--- src/rtl/dt_walker.sv ---
// Table-driven decision-tree walker: one tree level per clock, loadable node table.
// Optional DT_WALK_STATS_EN adds o_depth (internal nodes visited) alongside the result.
module dt_walker #(
  parameter  int N     = 8,
  parameter  int F     = 30,
  parameter  int C     = 1,
  parameter  int NODES = 64,
  parameter  int D     = 8,
  localparam int AW    = $clog2(NODES),
  localparam int FW    = $clog2(F),
  localparam int RW    = 1 + FW + N + 2*AW + C,
  localparam int DW    = $clog2(D + 2)
) (
  input  logic          clk,
  input  logic          rst_n,
  input  logic          i_cfg_we,
  input  logic [AW-1:0] i_cfg_addr,
  input  logic [RW-1:0] i_cfg_wdata,
  input  logic          i_in_valid,
  output logic          o_in_ready,
  input  logic [F*N-1:0] i_in_features,
  output logic          o_out_valid,
  input  logic          i_out_ready,
  output logic [C-1:0]  o_out_cls,
`ifdef DT_WALK_STATS_EN
  output logic [DW-1:0] o_depth,
`endif
  output logic          o_out_err
);

  typedef enum logic [1:0] {
    S_IDLE,
    S_WALK,
    S_DONE
  } state_t;

  localparam logic [RW-1:0] LEAF0 = {1'b1, {(RW-1){1'b0}}};
  localparam logic [FW:0]   FLIM  = (FW+1)'(F);
  localparam logic [DW-1:0] DLIM  = DW'(D);

  state_t r_state;
  state_t w_nxt;

  logic [RW-1:0]  r_tbl [NODES];
  logic [F*N-1:0] r_feat;
  logic [AW-1:0]  r_cur;
  logic [DW-1:0]  r_depth;
  logic [C-1:0]   r_cls;
  logic           r_err;

  logic [RW-1:0]  w_node;
  logic           w_leaf;
  logic [FW-1:0]  w_fidx;
  logic [N-1:0]   w_thr;
  logic [AW-1:0]  w_left;
  logic [AW-1:0]  w_right;
  logic [C-1:0]   w_cls;
  logic [N-1:0]   w_fval;
  logic           w_bad_f;
  logic           w_over;
  logic           w_lt;
  logic           w_accept;
  logic           w_step;
  logic           w_finish;
  logic           w_cfg_ok;

  assign w_node  = r_tbl[r_cur];
  assign w_cls   = w_node[C-1:0];
  assign w_right = w_node[C +: AW];
  assign w_left  = w_node[C+AW +: AW];
  assign w_thr   = w_node[C+2*AW +: N];
  assign w_fidx  = w_node[C+2*AW+N +: FW];
  assign w_leaf  = w_node[RW-1];

  assign w_bad_f  = ({1'b0, w_fidx} >= FLIM);
  assign w_over   = (r_depth == DLIM);
  assign w_lt     = (w_fval < w_thr);
  assign w_cfg_ok = i_cfg_we && (r_state == S_IDLE);

  // Feature mux: select the feature named by the current node.
  always_comb begin
    w_fval = '0;
    for (int i = 0; i < F; i++) begin
      if (w_fidx == FW'(i)) w_fval = r_feat[i*N +: N];
    end
  end

  // State register.
  always_ff @(posedge clk or negedge rst_n) begin
    if (!rst_n) r_state <= S_IDLE;
    else        r_state <= w_nxt;
  end

  // Next-state logic and handshake outputs.
  always_comb begin
    w_nxt       = r_state;
    o_in_ready  = 1'b0;
    o_out_valid = 1'b0;
    w_accept    = 1'b0;
    w_step      = 1'b0;
    w_finish    = 1'b0;
    unique case (r_state)
      S_IDLE: begin
        o_in_ready = 1'b1;
        if (i_in_valid) begin
          w_accept = 1'b1;
          w_nxt    = S_WALK;
        end
      end
      S_WALK: begin
        if (w_leaf || w_bad_f || w_over) begin
          w_finish = 1'b1;
          w_nxt    = S_DONE;
        end else begin
          w_step = 1'b1;
        end
      end
      S_DONE: begin
        o_out_valid = 1'b1;
        if (i_out_ready) w_nxt = S_IDLE;
      end
      default: w_nxt = S_IDLE;
    endcase
  end

  // Node table: writes only land while idle.
  always_ff @(posedge clk or negedge rst_n) begin
    if (!rst_n) begin
      for (int i = 0; i < NODES; i++) r_tbl[i] <= LEAF0;
    end else if (w_cfg_ok) begin
      r_tbl[i_cfg_addr] <= i_cfg_wdata;
    end
  end

  // Walk datapath: sample latch, node pointer, depth and result.
  always_ff @(posedge clk or negedge rst_n) begin
    if (!rst_n) begin
      r_feat  <= '0;
      r_cur   <= '0;
      r_depth <= '0;
      r_cls   <= '0;
      r_err   <= 1'b0;
    end else if (w_accept) begin
      r_feat  <= i_in_features;
      r_cur   <= '0;
      r_depth <= '0;
    end else if (w_step) begin
      r_cur   <= w_lt ? w_left : w_right;
      r_depth <= r_depth + DW'(1);
    end else if (w_finish) begin
      r_cls <= w_leaf ? w_cls : '0;
      r_err <= ~w_leaf;
    end
  end

  assign o_out_cls = r_cls;
  assign o_out_err = r_err;
`ifdef DT_WALK_STATS_EN
  assign o_depth = r_depth;
`endif

endmodule

--- config.mk ---
export PLATFORM = sky130hd
export DESIGN_NAME = dt_walker
export DESIGN_NICKNAME = d
export VERILOG_FILES = /design/src/rtl/dt_walker.sv
export SDC_FILE = /design/constraint.sdc
export NUM_CORES = 2
export LEC_CHECK = 0
export CORE_ASPECT_RATIO = 1.2
export CORE_UTILIZATION = 25
export CTS_CLUSTER_SIZE = 20
export DETAILED_ROUTE_END_ITERATION = 12
export DONT_BUFFER_PORTS = 1
export GPL_ROUTABILITY_DRIVEN = 0
export PLACE_DENSITY = 0.36
export SLEW_MARGIN = 20
export SYNTH_ARGS = -nofsm -noshare
export SYNTH_HDL_FRONTEND = slang
export SYNTH_SLANG_ARGS = --single-unit
--- constraint.sdc ---
create_clock -name clk -period 13.56 [get_ports clk]
set_input_delay 0.678 -clock clk [delete_from_list [all_inputs] [get_ports clk]]
set_output_delay 0.678 -clock clk [all_outputs]
set_load 0.1 [all_outputs]
* Word-level counts from Yosys, hierarchy flattened
Cells that the tools add are included.
** Word-level totals
- Register bits after elaboration :: 1982
** Cells by class
- $add $sub $neg :: 1
- $lt $le $gt $ge :: 5
- Equal/unequal tests :: 35
- Muxes and demuxes :: 54
- Bitwise gates (word level) :: 5
- Reduce and logical (&&, ||, !) cells :: 9
** Operators with widths (number)
- $bwmux 1728 :: 1
- $mux 8 :: 30
- $bmux 27 s6 :: 1
- $demux 27 s6 :: 1
- $mux 27 :: 3
- $eq 5x5->1 const B :: 14
- $eq 5x4->1 const B :: 8
- $eq 5x3->1 const B :: 4
- $mux 6 :: 3
- $ge 7x7->1 const B :: 2
- $not 6->7 :: 2
- $eq 5x2->1 const B :: 2
- $mux 1 :: 9
- $lt 8x8->1 :: 1
- $mux 4 :: 2
- $lt 7x1->1 const B :: 1
- $mux 2 :: 3
- $ne 2x2->1 const B :: 3
- $pmux 2 s3 :: 1
- $reduce_and 3->1 :: 2
- $eq 5x1->1 const B :: 1
- $ge 5x5->1 const B :: 1
- $logic_not 5->1 :: 1
- $add 4x1->4 const B :: 1
- 8 further kinds :: 12

* Longest topological paths before layout
- Depth after elaboration :: 39
- Gate-level depth with buffers :: 32
- Gate-level depth less buffers :: 24

* Worst setup path after synthesis
No wires, ideal clock.
- Path type :: register to register
- Start point :: register r_cur[1]
- End point :: register r_cur[0]
- Library setup time :: 0.126 ns
- Arrival :: 5.594 ns
- Slack :: 7.840 ns
- Cell stages (with the launch flop) :: 25
- Clock period less this slack :: 5.720 ns
- Cells stage by stage :: dfrtp_1 -> buf_6 -> buf_6 -> buf_4 -> buf_4 -> buf_2 -> buf_1 -> buf_2 -> buf_2 -> buf_2 -> clkbuf_1 -> mux4_2 -> mux4_2 -> mux4_2 -> inv_1 -> ha_1 -> and4_1 -> a21oi_1 -> nand2_1 -> nor3_1 -> nand2_1 -> a21oi_1 -> a32o_1 -> a21bo_2 -> a221o_1
** On the way
- Longest elaborated chain between the ends :: 39
** Ends and longest elaborated chain
- start: declaration :: RTL line 46 : logic [AW-1:0] r_cur;
- start signal: assignment :: RTL line 148 : r_cur <= w_lt ? w_left : w_right;
- $not 6->7 (implied by the code) (*) :: RTL line 67 : assign w_node = r_tbl[r_cur];
- $bmux 27 s6 (*) :: RTL line 67
- $mux 27 (implied by the code) (*) (2 in series) :: RTL line 67
- $logic_not 5->1 :: RTL line 84 : if (w_fidx == FW'(i)) w_fval = r_feat[i*N +: N];
- $mux 8 (30 in series) :: RTL line 84
- $lt 8x8->1 :: RTL line 77 : assign w_lt = (w_fval < w_thr);
- $mux 6 :: RTL line 148
- $mux 6 :: RTL line 147 : end else if (w_step) begin
- $mux 6 :: RTL line 143 : end else if (w_accept) begin
Mark *: on every way between the ends. The rest lies on a longest branch, timed or not. The select of a mux whose other input is x is not followed.
A chain may end at the register's enable or synchronous reset.

* Worst setup path after layout
- Start point :: register r_cur[3]
- End point :: register r_cur[5]
Same word-level chain as after synthesis.

==> results.yml <==
sta:
  min_hold_slack_ns: 0.139
  final.setup.tns_ns: 0
  finClkSkew_ns: 0.0743
  share_of_the_clock_period_used_by_the_worst_path_after_layout: 0.632
  timing.final.max_slew_violations: 0
  timing_hold_violations_final: 0
  max_slew.worst_pin.slew_ns: 1.18
  fmax_mhz: 117
  rsz0062_at_grt: "false"
  finalWorstPathRequiredPeriod_ns: 8.56
  slew-limit-headroom: 0.210
  finalSetupViolations: 0
placed_design:
  hpwlAfterDp_mm: 182
  port_buffers: 0
  numPlacedInstances: 10112
logic_synthesis:
  synth_area_leader_cell: "sky130_fd_sc_hd__dfrtp_1"
  synth.cell_area_um2: 90700
  post_synth.cell_area_avg_um2: 15.7
  post_synthesis_cell_type_count: 83
  syn_inst_count: 5792
  postSynth.topFlopCell: "sky130_fd_sc_hd__dfrtp_1"
  syn_warnings: 0
  synth_enable_flop_cells: 0
  synth_largest_type_area_fraction: 0.529
  synth.ff_latch_count: 1982
  seq_area_frac_synth: 0.548
  synth_top_cells_by_area: "sky130_fd_sc_hd__dfrtp_1 53%, sky130_fd_sc_hd__mux2_2 25%, sky130_fd_sc_hd__mux4_2 13%"
  syn-num-nets: 6079
  synthArstFlopShare: 1.00
setup_path:
  critPathKind: "flip-flop to flip-flop"
  critical_path.startpoint: "r_cur[3]"
  worstSetupEndpointType: "flip-flop"
  timing.critical_path.to: "r_cur[5]"
  critical_path_arrival_ns: 9.35
  r2r_start: "r_cur[3]"
  start_kind: "flip-flop"
  crit_path_top_delay_cell: "sky130_fd_sc_hd__dfrtp_4"
  r2r.worst_path.cells: 24
  crit_fanout: 35
  critical_path.reg2reg.endpoint: "r_cur[5]"
  critical_path.cell_chain: "buf_4 -> buf_4 -> mux4_2 -> mux2i_1 -> a22oi_1 -> nand4b_1 -> o41a_1 -> and3_1 -> nand2_1 -> o21ai_0 -> o22a_1 -> a21oi_1 -> o21ai_0 -> nand4_1 -> ha_1 -> and4_1 -> a21oi_1 -> nand2_1 -> nor3_1 -> nand2_1 -> a21oi_1 -> a32o_1 -> a21bo_2 -> a221o_1"
  required_ns: 14.35
  ff2ff_setup_slack_ns: 5.00
  max_stage_delay_ns: 0.82
global_routing:
  antenna_found_initial: 32
  track_usage: 0.172
  grt_overflow_total: 0
  grt_start_max_net_pins: 216
  global_route_wire_length_before_repair_mm: 450
  vias_in_the_first_global_route: 56172
clock_tree:
  cts-htree-levels: 4
  cts_tree: "done"
  insertion_delay_ns: 0.92
  cts_resized: 0
  clock_tree.buffer_depth: 4
  cts-root-buf: "sky130_fd_sc_hd__clkbuf_16"
  hold_buffers: 272
  clkSinkCount: 1982
  post_cts.repair.setup_buffers: 0
  tritoncts.num_buffers: 232
  path_clk_slew_ns: 0.06
pwr:
  leakage_nw: 47.8
  worst_ir_drop_vdd_mv: 0.188
  power-per-cell-area_nw_per_um2: 193
drt:
  remaining_drc_errors: 0
  postRouteWirelength_mm: 313
  detail_route.wl_per_cell_um: 28.9
  ant_nets: 0
  post_drt_via_cell_ratio: 4.80
  drt_first_pass_iters: 5
  detailroute.via_count: 51945
  detail_route.iter0.violations: 2883
min_path:
  min_delay_path_class: "primary input to flip-flop"
floorplanning:
  fp.coreArea_um2: 360000
  num_io_pins: 282
  initial_core_utilization: 0.252
  fp.dieH_um: 662
  floorplan.die.width_um: 552
  std_cell_rows: 241
  fp.dieArea_um2: 365000
cells_and_area:
  multiInputGateArea_um2: 39000
  areaGrowthSynthToFinish_pct: 17.8
  final_cell_mix: "1979 x sky130_fd_sc_hd__mux2_2, 1912 x sky130_fd_sc_hd__dfrtp_1, 508 x sky130_fd_sc_hd__mux4_2"
  nets: 6170
  fill_cells: 35693
  stdcell_count: 10822
  layout.cells.most_common: "sky130_fd_sc_hd__mux2_2"
  sequential_cell_area_um2: 49700
  drive_gt1_frac: 0.519
run:
  max-cap-violations: 0
outcome:
  status: "completed"
where the power goes:
part / switching (mW) / internal [mW] / leakage [nW] / total (mW)
Sequential: 0.869 / 7.04 / 26.5 / 7.91
Combinational: 3.57 / 2.79 / 17.7 / 6.36
Clock: 2.60 / 3.73 / 3.71 / 6.33
Total: 7.04 / 13.6 / 47.8 / 20.6
worst min path at each step:
stage,from,endpoint,slack [ns],cells after the start
global route,i_cfg_addr[5],r_tbl[1405],0.11,3
CTS,i_cfg_wdata[23],r_tbl[590],0.10,2
finish,i_cfg_addr[5],r_tbl[1405],0.14,3
floorplan,rst_n,o_out_cls,0.38,0
detailed placement,rst_n,r_tbl[651],0.41,0
global placement,rst_n,r_tbl[219],0.41,0
layout make-up:
cell class                 count  share of cell area
sequential                  1982               0.465
multi-input combinational   3251               0.365
clock buffer                 350              0.0632
tap                         4738              0.0555
timing repair buffer         398              0.0426
clock inverter                60             0.00710
inverter                      18            0.000632
antenna                       25            0.000586
cell usage after synthesis (all sizes together) (4+ instances only):
master  count
nand2b      8
o21ai      46
nand3      29
a22o        5
buf       176
mux2     1981
or3         8
a32oi       6
nor2       71
and3        7
nor4        4
and2b       5
o21a        4
dfrtp    1918
o32ai       5
mux4      531
nor2b      23
o221ai      7
clkbuf    365
o211ai     10
nor3b       5
nor3       19
o22a        4
nand3b      9
ha          9
a221o       4
a211oi     12
and2        7
a221oi      4
a31oi      12
nand2     192
mux2i      48
nand4       4
inv        18
or2         4
a22oi      26
dfstp      64
o22ai      17
a21oi      81
kinds of logic (layout without fill, tap and decap cells):
kind of cell | after synthesis | count (layout) | share of synthesized area
flops | 1982 | 1982 | 0.548
mux | 2560 | 2560 | 0.384
xor+xnor | 2 | 2 | 0.000193
buf+inv | 559 | 826 | 0.0260
compound gates | 276 | 276 | 0.0203
fa+ha+maj | 9 | 9 | 0.00124
other cells | 0 | 25 | 0
simple gates | 404 | 404 | 0.0208
stage by stage:
stage | power (mW) | util | worst slack, ns | area (um^2)
3_5_place_dp | 14.3 | 0.267 | 4.87 | 96000
2_1_floorplan | 12.0 | - | 7.84 | 90700
4_1_cts | 21.0 | 0.296 | 4.84 | 107000
3_3_place_gp | 14.2 | 0.266 | 4.86 | 95800
5_1_grt | 21.7 | 0.297 | 4.38 | 107000
6_report | 20.6 | 0.297 | 5.00 | 107000
registers in the layout, summed over array words and instances (netlist names):
signal and cells:
o_out_err 1, r_state 2, r_cur 6, o_out_cls 1, r_depth 4, r_tbl 1728
r_feat 240
worst max-delay path: cells and delay by family (launching register included):
kind,cells,cell delay [ns]
multiplexers,2,0.70
AND/OR/NAND/NOR,8,2.04
flip-flops,1,0.82
buffers and inverters,2,1.25
adder cells (fa/ha/maj),1,0.32
AO/OA/AOI/OAI,11,3.18
layer usage:
metal,wire length (um),up-vias,global-route usage
met2,158000,825,0.300
met3,9620,349,0.0209
met4,5600,8,0.0340
li1,-,21844,-
met5,55,-,0
met1,140000,28919,0.228
(Power assumes the default switching activity.)
